[src/rtl/char_fetch.sv]
// char_fetch: streams an inclusive scratchpad address range out through a credit-managed FIFO
module char_fetch #(
    parameter int ADDR_WIDTH = 4,
    parameter int DATA_WIDTH = 8,
    parameter int FIFO_DEPTH = 4
) (
    input  logic                  clk,
    input  logic                  rst_n,
    input  logic                  start,
    input  logic [ADDR_WIDTH-1:0] start_addr,
    input  logic [ADDR_WIDTH-1:0] end_addr,
    output logic                  busy,
    output logic                  mem_en,
    output logic [ADDR_WIDTH-1:0] mem_addr,
    input  logic [DATA_WIDTH-1:0] mem_rdata,
    output logic [DATA_WIDTH-1:0] out_data,
    output logic                  out_valid,
    input  logic                  out_ready,
    output logic                  out_last,
    output logic                  done
);

    localparam int PW = $clog2(FIFO_DEPTH);
    localparam int CW = PW + 1;

    typedef enum logic [1:0] {IDLE, FETCH, DRAIN} state_t;

    state_t                state_q, state_d;
    logic [ADDR_WIDTH-1:0] addr_q, addr_d;
    logic [ADDR_WIDTH-1:0] end_q, end_d;
    logic                  done_q, done_d;
    logic                  inflight_q, inflight_last_q;
    logic [DATA_WIDTH-1:0] fifo_data_q [FIFO_DEPTH];
    logic [FIFO_DEPTH-1:0] fifo_last_q;
    logic [PW-1:0]         wptr_q, rptr_q;
    logic [CW-1:0]         count_q;
    logic                  credit_ok, push, pop, last_pop;

    // Issue gating: reads in the FIFO plus the one returning must leave room for another
    always_comb begin
        credit_ok = (count_q + CW'(inflight_q)) < CW'(FIFO_DEPTH);
        mem_en    = (state_q == FETCH) && credit_ok;
        mem_addr  = addr_q;
        busy      = state_q != IDLE;
        done      = done_q;
        out_valid = count_q != '0;
        out_data  = out_valid ? fifo_data_q[rptr_q] : '0;
        out_last  = out_valid && fifo_last_q[rptr_q];
        push      = inflight_q;
        pop       = out_valid && out_ready;
        last_pop  = pop && fifo_last_q[rptr_q] && (state_q == DRAIN);
    end

    // Next-state logic: range capture, address walk with wrap, drain until last word leaves
    always_comb begin
        state_d = state_q;
        addr_d  = addr_q;
        end_d   = end_q;
        done_d  = 1'b0;
        case (state_q)
            IDLE: begin
                if (start) begin
                    state_d = FETCH;
                    addr_d  = start_addr;
                    end_d   = end_addr;
                end
            end
            FETCH: begin
                if (mem_en) begin
                    if (addr_q == end_q) state_d = DRAIN;
                    else addr_d = addr_q + ADDR_WIDTH'(1);
                end
            end
            DRAIN: begin
                if (last_pop) begin
                    state_d = IDLE;
                    done_d  = 1'b1;
                end
            end
            default: state_d = IDLE;
        endcase
    end

    // Control registers, return-path tracking and FIFO bookkeeping
    always_ff @(posedge clk or negedge rst_n) begin
        if (!rst_n) begin
            state_q         <= IDLE;
            addr_q          <= '0;
            end_q           <= '0;
            done_q          <= 1'b0;
            inflight_q      <= 1'b0;
            inflight_last_q <= 1'b0;
            fifo_last_q     <= '0;
            wptr_q          <= '0;
            rptr_q          <= '0;
            count_q         <= '0;
        end else begin
            state_q         <= state_d;
            addr_q          <= addr_d;
            end_q           <= end_d;
            done_q          <= done_d;
            inflight_q      <= mem_en;
            inflight_last_q <= mem_en && (addr_q == end_q);
            if (push) fifo_last_q[wptr_q] <= inflight_last_q;
            if (push) wptr_q <= wptr_q + PW'(1);
            if (pop) rptr_q <= rptr_q + PW'(1);
            count_q         <= count_q + CW'(push) - CW'(pop);
        end
    end

    // FIFO payload storage; contents are masked by out_valid so no reset is needed
    always_ff @(posedge clk) begin
        if (push) fifo_data_q[wptr_q] <= mem_rdata;
    end

    // The credit rule must make a write into a full FIFO impossible
    assert property (@(posedge clk) disable iff (!rst_n) push |-> (count_q < CW'(FIFO_DEPTH)));

endmodule

[config.mk]
export PLATFORM = sky130hd
export DESIGN_NAME = char_fetch
export DESIGN_NICKNAME = d
export VERILOG_FILES = /design/src/rtl/char_fetch.sv
export SDC_FILE = /design/constraint.sdc
export NUM_CORES = 1
export LEC_CHECK = 0
export ABC_AREA = 1
export BUFFER_PORTS_ARGS = -buffer_cell sky130_fd_sc_hd__buf_2
export CAP_MARGIN = 20
export CORE_ASPECT_RATIO = 0.7
export CORE_MARGIN = 1.5
export CORE_UTILIZATION = 45
export CTS_CLUSTER_DIAMETER = 40
export DETAILED_ROUTE_END_ITERATION = 6
export PLACE_DENSITY_LB_ADDON = 0.15
export SYNTH_ARGS = -nofsm -noshare
export SYNTH_HDL_FRONTEND = slang
export SYNTH_SLANG_ARGS = --single-unit
[constraint.sdc]
create_clock -name clk -period 1.5 [get_ports clk]
set_clock_uncertainty 0.2 [all_clocks]
set_input_delay 0.225 -clock clk [delete_from_list [all_inputs] [get_ports clk]]
set_output_delay 0.225 -clock clk [all_outputs]
set_load 0.005 [all_outputs]
Yosys cells after proc, flatten, opt, wreduce, memory -nomap -nowiden
Memories as Yosys holds them, arrays and structs flattened.
Index checks and enable logic that the tools add are counted.
{"block": "totals", "mem_count": 1, "rom_bits": 0, "latch_bits": 0, "in_bits": 20, "output_inout_bits": 17, "regBits": 24, "elab_cells": 61, "mem_bits_rw": 32}
{"block": "classes", "n_shift": 0, "mul": 0, "eq_ne": 8, "add_sub_neg": 5, "n_mux": 19, "n_reduce_logical": 14, "div_mod_pow": 0, "n_lt_le_gt_ge": 4, "bitwise": 0}
{"name": "fifo_data_q", "words": 4, "word_bits": 8, "read_ports": 1, "rd_ports_with_merged_regs": 0, "wr": 1, "line_no": "33", "rtl": "logic [DATA_WIDTH-1:0] fifo_data_q [FIFO_DEPTH];"}
{"operator": "$mux 4", "count": 3}
{"operator": "$mux 2", "count": 4}
{"operator": "$mux 8", "count": 1}
{"operator": "$ne 2x2->1 const B", "count": 4}
{"operator": "$pmux 4 s2", "count": 1}
{"operator": "$reduce_and 4->1", "count": 2}
{"operator": "$logic_and 1x1->1", "count": 7}
{"operator": "$lt 2x3->1 const B", "count": 2}
{"operator": "$mux 1", "count": 6}
{"operator": "$pmux 2 s3", "count": 1}
{"operator": "$add 2x1->2 const B", "count": 2}
{"operator": "$add 4x1->4 const B", "count": 1}
{"operator": "$bwmux 4", "count": 1}
{"operator": "$eq 4x4->1", "count": 1}
{"operator": "$reduce_bool 2->1", "count": 2}
{"operator": "$add 3x1->3", "count": 1}
{"operator": "$lt 3x3->1 const B", "count": 1}
{"operator": "$reduce_bool 3->1", "count": 1}
{"operator": "$sub 3x1->3", "count": 1}
{"operator": "$bmux 1 s2", "count": 1}
{"operator": "$demux 1 s2", "count": 1}
{"operator": "$eq 2x1->1 const B", "count": 1}
{"operator": "$eq 2x2->1 const B", "count": 1}
{"operator": "$ge 2x1->1 const B", "count": 1}
{"operator": "other kinds (3)", "count": 3}

Longest topological paths before layout
Gate-level depths: netlist of the first run.
{"block": "logic_depth", "word_depth": 6, "depth_mapped": 11}

Worst setup path after synthesis of the first run
Ideal clock, no wire load.
{"block": "synth_timing", "path_type": "register -> register", "from": "register inflight_q", "to": "register state_q[1]", "setup_slack_ns": -0.076, "path_stages_with_launch": 11, "arrival_time_ns": 1.258, "period_less_slack_ns": 1.576, "path_buffers": 0, "required_time_ns": 1.182, "path_cell_list": "dfrtp_1 ha_1 ha_1 inv_1 nand2_1 nand2_1 inv_1 nand2_1 inv_1 nand3_1 nand2_1"}
{"block": "synth_between", "elab_chain_cells": 5}
{"item": "start: declaration", "line_no": "32", "rtl": "logic inflight_q, inflight_last_q;"}
{"item": "start signal: assignment", "line_no": "102", "rtl": "inflight_q <= mem_en;"}
{"item": "$add 3x1->3", "line_no": "41", "rtl": "credit_ok = (count_q + CW'(inflight_q)) < CW'(FIFO_DEPTH);"}
{"item": "$lt 3x3->1", "line_no": "41"}
{"item": "$logic_and 1x1->1", "line_no": "42", "rtl": "mem_en = (state_q == FETCH) && credit_ok;"}
{"item": "via mem_en", "line_no": "13", "rtl": "output logic mem_en,"}
{"item": "$ne 2x2->1 (no source line)"}
{"item": "$reduce_and 4->1 (no source line)"}
{"item": "end signal: assignment", "line_no": "98", "rtl": "state_q <= state_d;"}
{"item": "end: declaration", "line_no": "28", "rtl": "state_t state_q, state_d;"}
The timed path passes the listed nets, and every way through them passes these cells.
A chain may end at the register's enable or synchronous reset.

Final worst setup path of the first run
{"block": "layout_timing", "from": "register rptr_q[0]", "to": "output out_data[0]"}
{"block": "layout_between", "elab_chain_cells": 2}
{"item": "start: declaration", "line_no": "35", "rtl": "logic [PW-1:0] wptr_q, rptr_q;"}
{"item": "start signal: assignment", "line_no": "106", "rtl": "if (pop) rptr_q <= rptr_q + PW'(1);"}
{"item": "$mem_v2 4x8"}
{"item": "$mux 8", "line_no": "47", "rtl": "out_data = out_valid ? fifo_data_q[rptr_q] : '0;"}
{"item": "end: declaration", "line_no": "16", "rtl": "output logic [DATA_WIDTH-1:0] out_data,"}
No other way between the ends.

==> results.yml, run 1 <==
run_status:
  status: "complete, but fails checks"
  violations: "setup timing"
synth:
  synth_async_sr_flop_share_pct: 42.9
  postSynthNetCount: 288
  synth_edf_count: 32
  yosys-top-cells-area: "edfxtp_1, dfrtp_1, nand2_1"
  ys_types: 26
  yosys_warnings: 0
  synth_flop_cell: "edfxtp_1"
  synthesis.instances: 259
  synth.largest_area_cell: "edfxtp_1"
  postSynthAreaPerCell_um2: 10.0
  synth_top_area_share_pct: 37.0
  yosysSeqAreaShare_pct: 60.2
  syn_area_mm2: 0.00259
  synth-seq-cells: 56
setup_path:
  path_buf_inv: 2
  ff2ff_path_depth: 11
  worstPathMaxFanout: 5
  slowest_delay_ps: 490
  critical_path.slowest_cell: "dfrtp_2"
  arrival_ps: 1490
  cp-end-kind: "primary output"
  required_ps: 1070
  critPathKind: "flop to primary output"
  path_depth: 6
  start_kind: "flop"
  crit_family: "flip-flops"
  cp_cell_sequence: "buf_6 > nor2_4 > nor2_2 > o21ai_1 > a21oi_1 > buf_2"
floorplan:
  die_area_mm2: 0.00624
  initial_core_util_pct: 48.1
  std_cell_rows: 22
  die_w_um: 93.7
  dieHeight_um: 66.5
  io_pins: 37
  core_area_mm2: 0.00540
finish:
  synthToLayoutAreaGrowth_pct: 37.0
  fin_cells: 412
  fin_nets: 368
  num_antenna_cells: 0
  layout_commonest_cell: "nand2_1"
  final_cell_mix: "nand2_1, buf_2, edfxtp_1"
  nFillCells: 432
  drive_gt1_share_pct: 39.1
placed_design:
  placed_cells: 382
  portBuffers: 36
  post-place-ws_ps: -148
  dpl.hpwl_um: 3580
  routabilityCongestion: 0.794
timing:
  setup_viol: 21
  finalMaxSlewViolations: 0
  grt_setup_unrepaired: "yes"
  max_freq_ghz: 0.522
  setup_slack_ps: -415
  fin_crit_ps: 1920
  fin_crit_sh_pct: 128
  hold_viol: 0
  max_slew.worst_pin.slew_ps: 537
  slew_headroom_pct: 64.2
routing:
  drt_iter0_markers: 80
  vias: 1951
  postRouteAntennaNets: 0
  wl_per_cell_um: 13.0
  routed_wl_um: 5350
  vias_per_cell: 4.74
  remaining_drc_errors: 0
  first_pass_iters: 4
global_routing:
  grt_overflow_total: 0
  antenna_found_initial: 0
  grt_pass1_vias: 1857
  grt_pass1_wl_um: 8580
  grt_max_degree: 25
  grt_use_total_pct: 18.5
cts:
  path_clk_slew_ps: 100
  clk_path_buf_depth: 2
  cts-root-buf: "clkbuf_8"
  tritoncts: "built"
  htree_levels: 2
  clkLatencyLatePin_ps: 300
  clkSinkCount: 56
  cts_buffers: 5
power:
  power_leakage_uw: 0.00159
  powerDensity_mw_per_mm2: 2010
  irDropWorstVdd_mv: 0.940
worst_hold_path:
  min_path_cells: 5
  hold_class: "input port to flop"
flow_run:
  cap_violations: 0
worst register-to-register path, stage by stage, from the launching register on:
cell	delay [ps]
dfrtp_1	440
ha_4	190
ha_4	160
nand2_2	50
nand2_2	60
inv_2	70
nand2_4	50
buf_6	120
nand2_8	80
nand2_4	70
nand2_2	60
nand2_2	40
synth_stat cells, types with 2 or more instances:
cell type   n
a21oi_1    14
nand3_4     2
o21ai_1     4
o21ai_0    19
nor2_1     43
nand3_1    11
inv_1      27
edfxtp_1   32
clkbuf_1    2
dfrtp_1    24
xor2_1      4
nand2_4     2
nor2_4      2
ha_1        9
nand2_1    49
buf_6       2
inv_2       4
metal layers:
metal  share of wire [%]  global-route usage [%]  wire (um)
met1                  52                    26.8       2800
met3                 2.2                    3.08        119
met5                   0                       0          0
met2                  45                    28.8       2390
met4                0.90                    5.60         48
logic make-up (layout without fill, tap and decap cells):
| logic type | count (synthesis) | after routing | synth area share (%) |
|---|---|---|---|
| AND/OR/NAND/NOR | 116 | 116 | 20.8 |
| adder cells (fa/ha/maj) | 9 | 9 | 4.34 |
| AO/OA/AOI/OAI | 37 | 37 | 7.14 |
| buffers and inverters | 37 | 118 | 6.13 |
| XOR/XNOR | 4 | 4 | 1.35 |
| flip-flops | 56 | 56 | 60.2 |
power by group:
group | switching [uW] | total [uW] | internal (uW) | leakage, uW
Sequential | 312 | 2380 | 2060 | 0.000586
Clock | 468 | 845 | 377 | 0.0000478
Combinational | 2120 | 3910 | 1790 | 0.000957
Total | 2900 | 7130 | 4230 | 0.00159
worst paths after layout:
check                                            from                         end  slack, ps
setup reg to reg                 count_q[0]$_DFF_PN0_     mem_addr[0]$_DFFE_PN0P_       -190
max in group asynchronous                       rst_n      state_q[1]$_DFFE_PN0P_        490
hold reg to reg            fifo_last_q[1]$_DFFE_PN0P_  fifo_last_q[1]$_DFFE_PN0P_        310
setup / recovery                rptr_q[0]$_DFFE_PN0P_                 out_data[0]       -420
min in group asynchronous                       rst_n        count_q[1]$_DFF_PN0_        230
hold / removal                          start_addr[1]     mem_addr[1]$_DFFE_PN0P_         70
area by class of cell:
class / count / area, um2 / share of cell area [%]
sequential: 56 / 1560 / 44.0
timing repair buffer: 79 / 626 / 17.6
tap: 72 / 90.1 / 2.53
clock buffer: 6 / 82.6 / 2.32
multi-input combinational: 166 / 1060 / 29.7
inverter: 31 / 121 / 3.41
clock inverter: 2 / 13.8 / 0.387
metrics by stage:
step	total power [uW]	hold WS, ps	setup TNS (ps)	area (um2)	util [%]
finish	7130	66.3	-4980	3550	65.9
floorplan	4300	-271	-24.0	2630	-
detailed placement	5490	42.9	-849	3070	56.9
CTS	6800	59.1	-4970	3440	63.8
global route	7680	86.4	-6700	3550	65.9
global placement	5440	46.7	-530	3070	56.9
flip-flops by register name, indices dropped and copies added (netlist names):
name,count
end_q,4
fifo_data_q,32
rptr_q,2
inflight_last_q,1
state_q,2
count_q,3
mem_addr,4
done,1
inflight_q,1
fifo_last_q,4
wptr_q,2
what timing repair did:
item	in CTS	in global routing
endpoints found under the setup margin	22	41
hold buffers	13	0
resized for setup	38	34
pin swaps	22	15
cloned	1	0
setup buffers	7	2
endpoints found under the hold margin	60	0
Power figures use the tool's default switching activity.
==> run 2, diff against run 1 <==
--- a/config.mk
+++ b/config.mk
@@ -14,6 +14,8 @@
 export CTS_CLUSTER_DIAMETER = 40
 export DETAILED_ROUTE_END_ITERATION = 6
 export PLACE_DENSITY_LB_ADDON = 0.15
+export RECOVER_POWER = 25
+export SETUP_SLACK_MARGIN = 0.2
 export SYNTH_ARGS = -nofsm -noshare
 export SYNTH_HDL_FRONTEND = slang
 export SYNTH_SLANG_ARGS = --single-unit
==> run 2 against run 1 <==
The run still ends with setup timing left. Final cell count is 2.7% higher. Total power is 9.5% higher. Via count is 5.3% higher. Critical path depth is 3 higher. Combinational power is 17% higher. Fmax is 1.6% lower. Non-clock buffer count is 10 higher. Final area is 5.9% higher. Register-to-register slack worse by 170 ps. Largest power group unchanged. Count of clock-buffer cells in the layout stayed put.
==> results.yml, run 2 (synthesis results as in run 1) <==
worst_hold_path:
  min_path_cells: 5
  min_from: "start_addr[3]"
  hold_class: "input port to flop"
  hold_end: "mem_addr[3]$_DFFE_PN0P_"
routing:
  first_pass_iters: 4
  vias: 2054
  wl_per_cell_um: 14.8
  routed_wl_um: 6260
  drt_iter0_markers: 81
  vias_per_cell: 4.86
  remaining_drc_errors: 0
  postRouteAntennaNets: 0
floorplan:
  core_area_mm2: 0.00540
  die_area_mm2: 0.00624
  initial_core_util_pct: 48.1
  io_pins: 37
  std_cell_rows: 22
  die_w_um: 93.7
  dieHeight_um: 66.5
timing:
  fin_crit_ps: 1950
  max_freq_ghz: 0.514
  setup_slack_ps: -446
  grt_setup_unrepaired: "yes"
  hold_viol: 0
  setup_viol: 22
  tns_ps: -6450
  slew_headroom_pct: 62.3
  max_slew.worst_pin.slew_ps: 566
  finalMaxSlewViolations: 0
  fin_crit_sh_pct: 130
global_routing:
  grt_overflow_total: 0
  grt_max_degree: 25
  antenna_found_initial: 0
  grt_pass1_wl_um: 9630
  grt_use_total_pct: 20.6
  grt_pass1_vias: 2030
cts:
  path_clk_slew_ps: 90
  htree_levels: 2
  cts-root-buf: "clkbuf_8"
  clk_path_buf_depth: 2
  clkLatencyLatePin_ps: 300
  cts_buffers: 5
  clkSinkCount: 56
  tritoncts: "built"
run_status:
  status: "complete, but fails checks"
  violations: "setup timing"
power:
  power_leakage_uw: 0.00166
  irDropWorstVdd_mv: 1.10
  powerDensity_mw_per_mm2: 2070
setup_path:
  critPathKind: "flop to primary output"
  arrival_ps: 1520
  r2r_start: "count_q[0]$_DFF_PN0_"
  required_ps: 1070
  r2r_slack_ps: -360
  start_kind: "flop"
  cp-end-kind: "primary output"
  ff2ff_path_depth: 11
  worstPathMaxFanout: 2
  regToRegEndpoint: "state_q[0]$_DFFE_PN0P_"
  crit_start: "count_q[0]$_DFF_PN0_"
finish:
  largest_register_ffs: 32
  synthToLayoutAreaGrowth_pct: 45.1
  regMostFlops: "fifo_data_q"
  fin_nets: 379
  num_antenna_cells: 0
  final_core_util_pct: 69.8
  drive_gt1_share_pct: 39.6
  final_cell_mix: "nor2_1, nand2_1, edfxtp_1"
placed_design:
  routabilityCongestion: 0.799
  dpl.hpwl_um: 3800
  portBuffers: 36
flow_run:
  cap_violations: 0
## run 2: changes by cell type in the layout (fill, tap and decap cells not counted), moves of 4 or more
cell | before | now
ha_4 | 4 | 8
inv_2 | 10 | 4
nor2_1 | 30 | 36
inv_8 | 0 | 4
o21ai_0 | 5 | 12
nor2_2 | 9 | 5
nand2_4 | 2 | 6
ha_1 | 5 | 1
o21ai_1 | 17 | 11
clkbuf_1 | 0 | 8
buf_2 | 35 | 25
inv_4 | 2 | 6
buf_6 | 10 | 22
## run 2: repair_timing
action,CTS,global route
endpoints found under the setup margin,62,71
gates cloned,0,1
gates resized for setup,44,48
hold buffers,13,0
endpoints found under the hold margin,60,0
pin swaps,6,19
buffers inserted,18,6
## run 2: metal layers
| metal | GRT usage [%] | up-vias | share of wire, % | routed length, um |
|---|---|---|---|---|
| met2 | 33.3 | 38 | 48 | 3000 |
| met1 | 28.1 | 976 | 47 | 2940 |
| met5 | 0 | - | 0 | 0 |
| li1 | - | 1027 | - | - |
| met4 | 7.65 | 0 | 1.9 | 116 |
| met3 | 3.54 | 13 | 3.2 | 202 |
## run 2: worst max-delay path by stage
stage	slack, ps	cells past startpoint	endpoint
2_1_floorplan	-6	10	mem_addr[0]$_DFFE_PN0P_
3_3_place_gp	-90	9	mem_en
3_5_place_dp	-140	9	state_q[0]$_DFFE_PN0P_
4_1_cts	-390	9	mem_en
5_1_grt	-490	9	mem_en
6_report	-450	9	mem_en
## run 2: per-stage QoR
stage          hold slack [ps]  setup slack (ps)  power (uW)  std cells  cell area [um2]
2_1_floorplan             -271             -5.76        4420        259             2680
3_3_place_gp              51.1             -91.6        5530        377             3060
3_5_place_dp              51.5              -144        5600        377             3060
4_1_cts                   36.8              -385        7200        416             3570
5_1_grt                   75.1              -495        8400        423             3760
6_report                  41.1              -446        7810        423             3760
## run 2: critical path: stages, from the launching register on
cell	delay, ps
dfrtp_1	440
ha_4	190
ha_4	160
inv_2	50
nand2_2	40
nand2_2	80
inv_2	50
nand2_4	70
inv_4	40
buf_6	100
## run 2: cell type report
class | count | area [um2]
sequential | 56 | 1570
inverter | 31 | 161
clock buffer | 6 | 72.6
timing repair buffer | 89 | 739
tap | 72 | 90.1
clock inverter | 2 | 7.51
multi-input combinational | 167 | 1120
fill | 391 | 1630
## run 2: report_power, final
group	leakage (uW)	total (uW)	internal [uW]	switching, uW
Sequential	0.000583	2450	2070	381
Combinational	0.00104	4570	2220	2340
Clock	0.0000403	789	320	468
==> run 3, diff against run 2 <==
--- a/config.mk
+++ b/config.mk
@@ -11,6 +11,7 @@
 export CORE_ASPECT_RATIO = 0.7
 export CORE_MARGIN = 1.5
 export CORE_UTILIZATION = 45
+export CTS_BUF_LIST = sky130_fd_sc_hd__clkbuf_4
 export CTS_CLUSTER_DIAMETER = 40
 export DETAILED_ROUTE_END_ITERATION = 6
 export PLACE_DENSITY_LB_ADDON = 0.15
==> run 3 against run 2 <==
The flow still finishes with violations (setup timing). Critical path depth unchanged. Global-route usage grew 1.2 points. Wire length rose by 4.3%. Total power is 2.3% higher. Critical endpoint unchanged. Highest routed layer unchanged.
==> results.yml, run 3 (synthesis results as in run 1) <==
run_status:
  status: "complete, but fails checks"
  violations: "setup timing"
power:
  powerDensity_mw_per_mm2: 2070
  power_leakage_uw: 0.00169
  total_power_uw: 7980
  irDropWorstVdd_mv: 1.08
global_routing:
  antenna_found_initial: 0
  grt_pass1_vias: 2129
  grt_use_total_pct: 21.9
  grt_max_degree: 25
  grt_overflow_total: 0
  grt_pass1_wl_um: 10100
floorplan:
  die_area_mm2: 0.00624
  dieHeight_um: 66.5
  io_pins: 37
  die_w_um: 93.7
  core_area_mm2: 0.00540
  initial_core_util_pct: 48.1
  std_cell_rows: 22
placed_design:
  portBuffers: 36
  placed_cells: 377
  routabilityCongestion: 0.799
  dpl.hpwl_um: 3800
setup_path:
  arrival_ps: 1600
  required_ps: 1070
  cp-end-kind: "primary output"
  critPathKind: "flop to primary output"
  start_kind: "flop"
  worstPathMaxFanout: 2
cts:
  clkSinkCount: 56
  cts-root-buf: "clkbuf_4"
  path_clk_slew_ps: 140
  cts_buffers: 5
  clk_path_buf_depth: 2
  htree_levels: 2
  clkLatencyLatePin_ps: 370
  tritoncts: "built"
timing:
  setup_slack_ps: -524
  max_freq_ghz: 0.494
  tns_ps: -7720
  grt_setup_unrepaired: "yes"
  max_slew.worst_pin.slew_ps: 569
  fin_crit_ps: 2020
  hold_viol: 0
  fin_crit_sh_pct: 135
  slew_headroom_pct: 62.1
  finalMaxSlewViolations: 0
  setup_viol: 23
routing:
  vias: 2118
  wl_per_cell_um: 15.1
  drt_iter0_markers: 115
  first_pass_iters: 4
  postRouteAntennaNets: 0
  routed_wl_um: 6530
  remaining_drc_errors: 0
  vias_per_cell: 4.90
finish:
  synthToLayoutAreaGrowth_pct: 49.0
  num_antenna_cells: 0
  final_cell_mix: "nor2_1, nand2_1, edfxtp_1"
  fin_nets: 388
  fin_cells: 432
  layout_commonest_cell: "nor2_1"
  drive_gt1_share_pct: 41.1
  regMostFlops: "fifo_data_q"
  largest_register_ffs: 32
worst_hold_path:
  hold_class: "input port to flop"
flow_run:
  cap_violations: 0
-- run 3: cell types whose count changed in the layout (fill, tap and decap cells not counted), moves of 5 or more --
cell / change
o21ai_0: -5
buf_6: +5
clkbuf_4: +6
dlygate4sd3_1: +5
clkbuf_8: -5
o21ai_1: +5
-- run 3: where the power goes --
group | switching, uW | internal [uW] | total [uW]
sequential | 386 | 2080 | 2460
clock | 454 | 193 | 647
combinational | 2440 | 2430 | 4870
total | 3280 | 4710 | 7980
-- run 3: final timing paths --
| check | cells past startpoint | startpoint | slack, ps | end |
|---|---|---|---|---|
| max | 9 | count_q[0]$_DFF_PN0_ | -520 | mem_en |
| min | 5 | out_ready | 90 | count_q[0]$_DFF_PN0_ |
| max reg2reg | 13 | count_q[0]$_DFF_PN0_ | -370 | state_q[1]$_DFFE_PN0P_ |
| min reg2reg | 2 | fifo_last_q[3]$_DFFE_PN0P_ | 320 | fifo_last_q[3]$_DFFE_PN0P_ |
| max in group asynchronous | 2 | rst_n | 530 | count_q[2]$_DFF_PN0_ |
| min in group asynchronous | 2 | rst_n | 160 | mem_addr[3]$_DFFE_PN0P_ |
-- run 3: metal layers --
layer	GRT usage, %	up-vias	part of all wire (%)
met4	7.65	0	2.5
met1	28.9	994	43
met2	36.8	55	50
met5	0	-	0
li1	-	1049	-
met3	3.65	20	4.0
-- run 3: metrics by stage --
| step | hold WS (ps) | utilization [%] | worst slack (ps) | area [um2] |
|---|---|---|---|---|
| floorplan | -271 | - | -5.76 | 2680 |
| finish | 93.3 | 71.6 | -524 | 3860 |
| global route | 109 | 71.6 | -590 | 3860 |
| global placement | 51.1 | 56.7 | -91.6 | 3060 |
| CTS | 114 | 67.5 | -476 | 3640 |
| detailed placement | 51.5 | 56.7 | -144 | 3060 |
-- run 3: worst max-delay path: stages (launching register included) --
cell and delay (ps):
dfrtp_2 470, ha_4 180, ha_4 160, inv_2 50
nand2_2 40, nand2_2 70, inv_2 50, nand2_4 70
inv_4 40, buf_6 100
-- run 3: layout make-up --
type / instances / area, um2
multi-input cells: 166 / 1120
clock buffers: 6 / 45.0
clock inverters: 2 / 7.51
inverters: 31 / 169
well taps: 72 / 90.1
fillers: 384 / 1530
flip-flops and latches: 56 / 1570
repair buffers: 99 / 861
-- run 3: what timing repair did --
item	4_1_cts	5_1_grt
hold endpoints to repair	65	0
pin swaps	8	18
hold buffers	18	0
setup endpoints to repair	63	72
buffers inserted	24	5
gates resized for setup	48	64
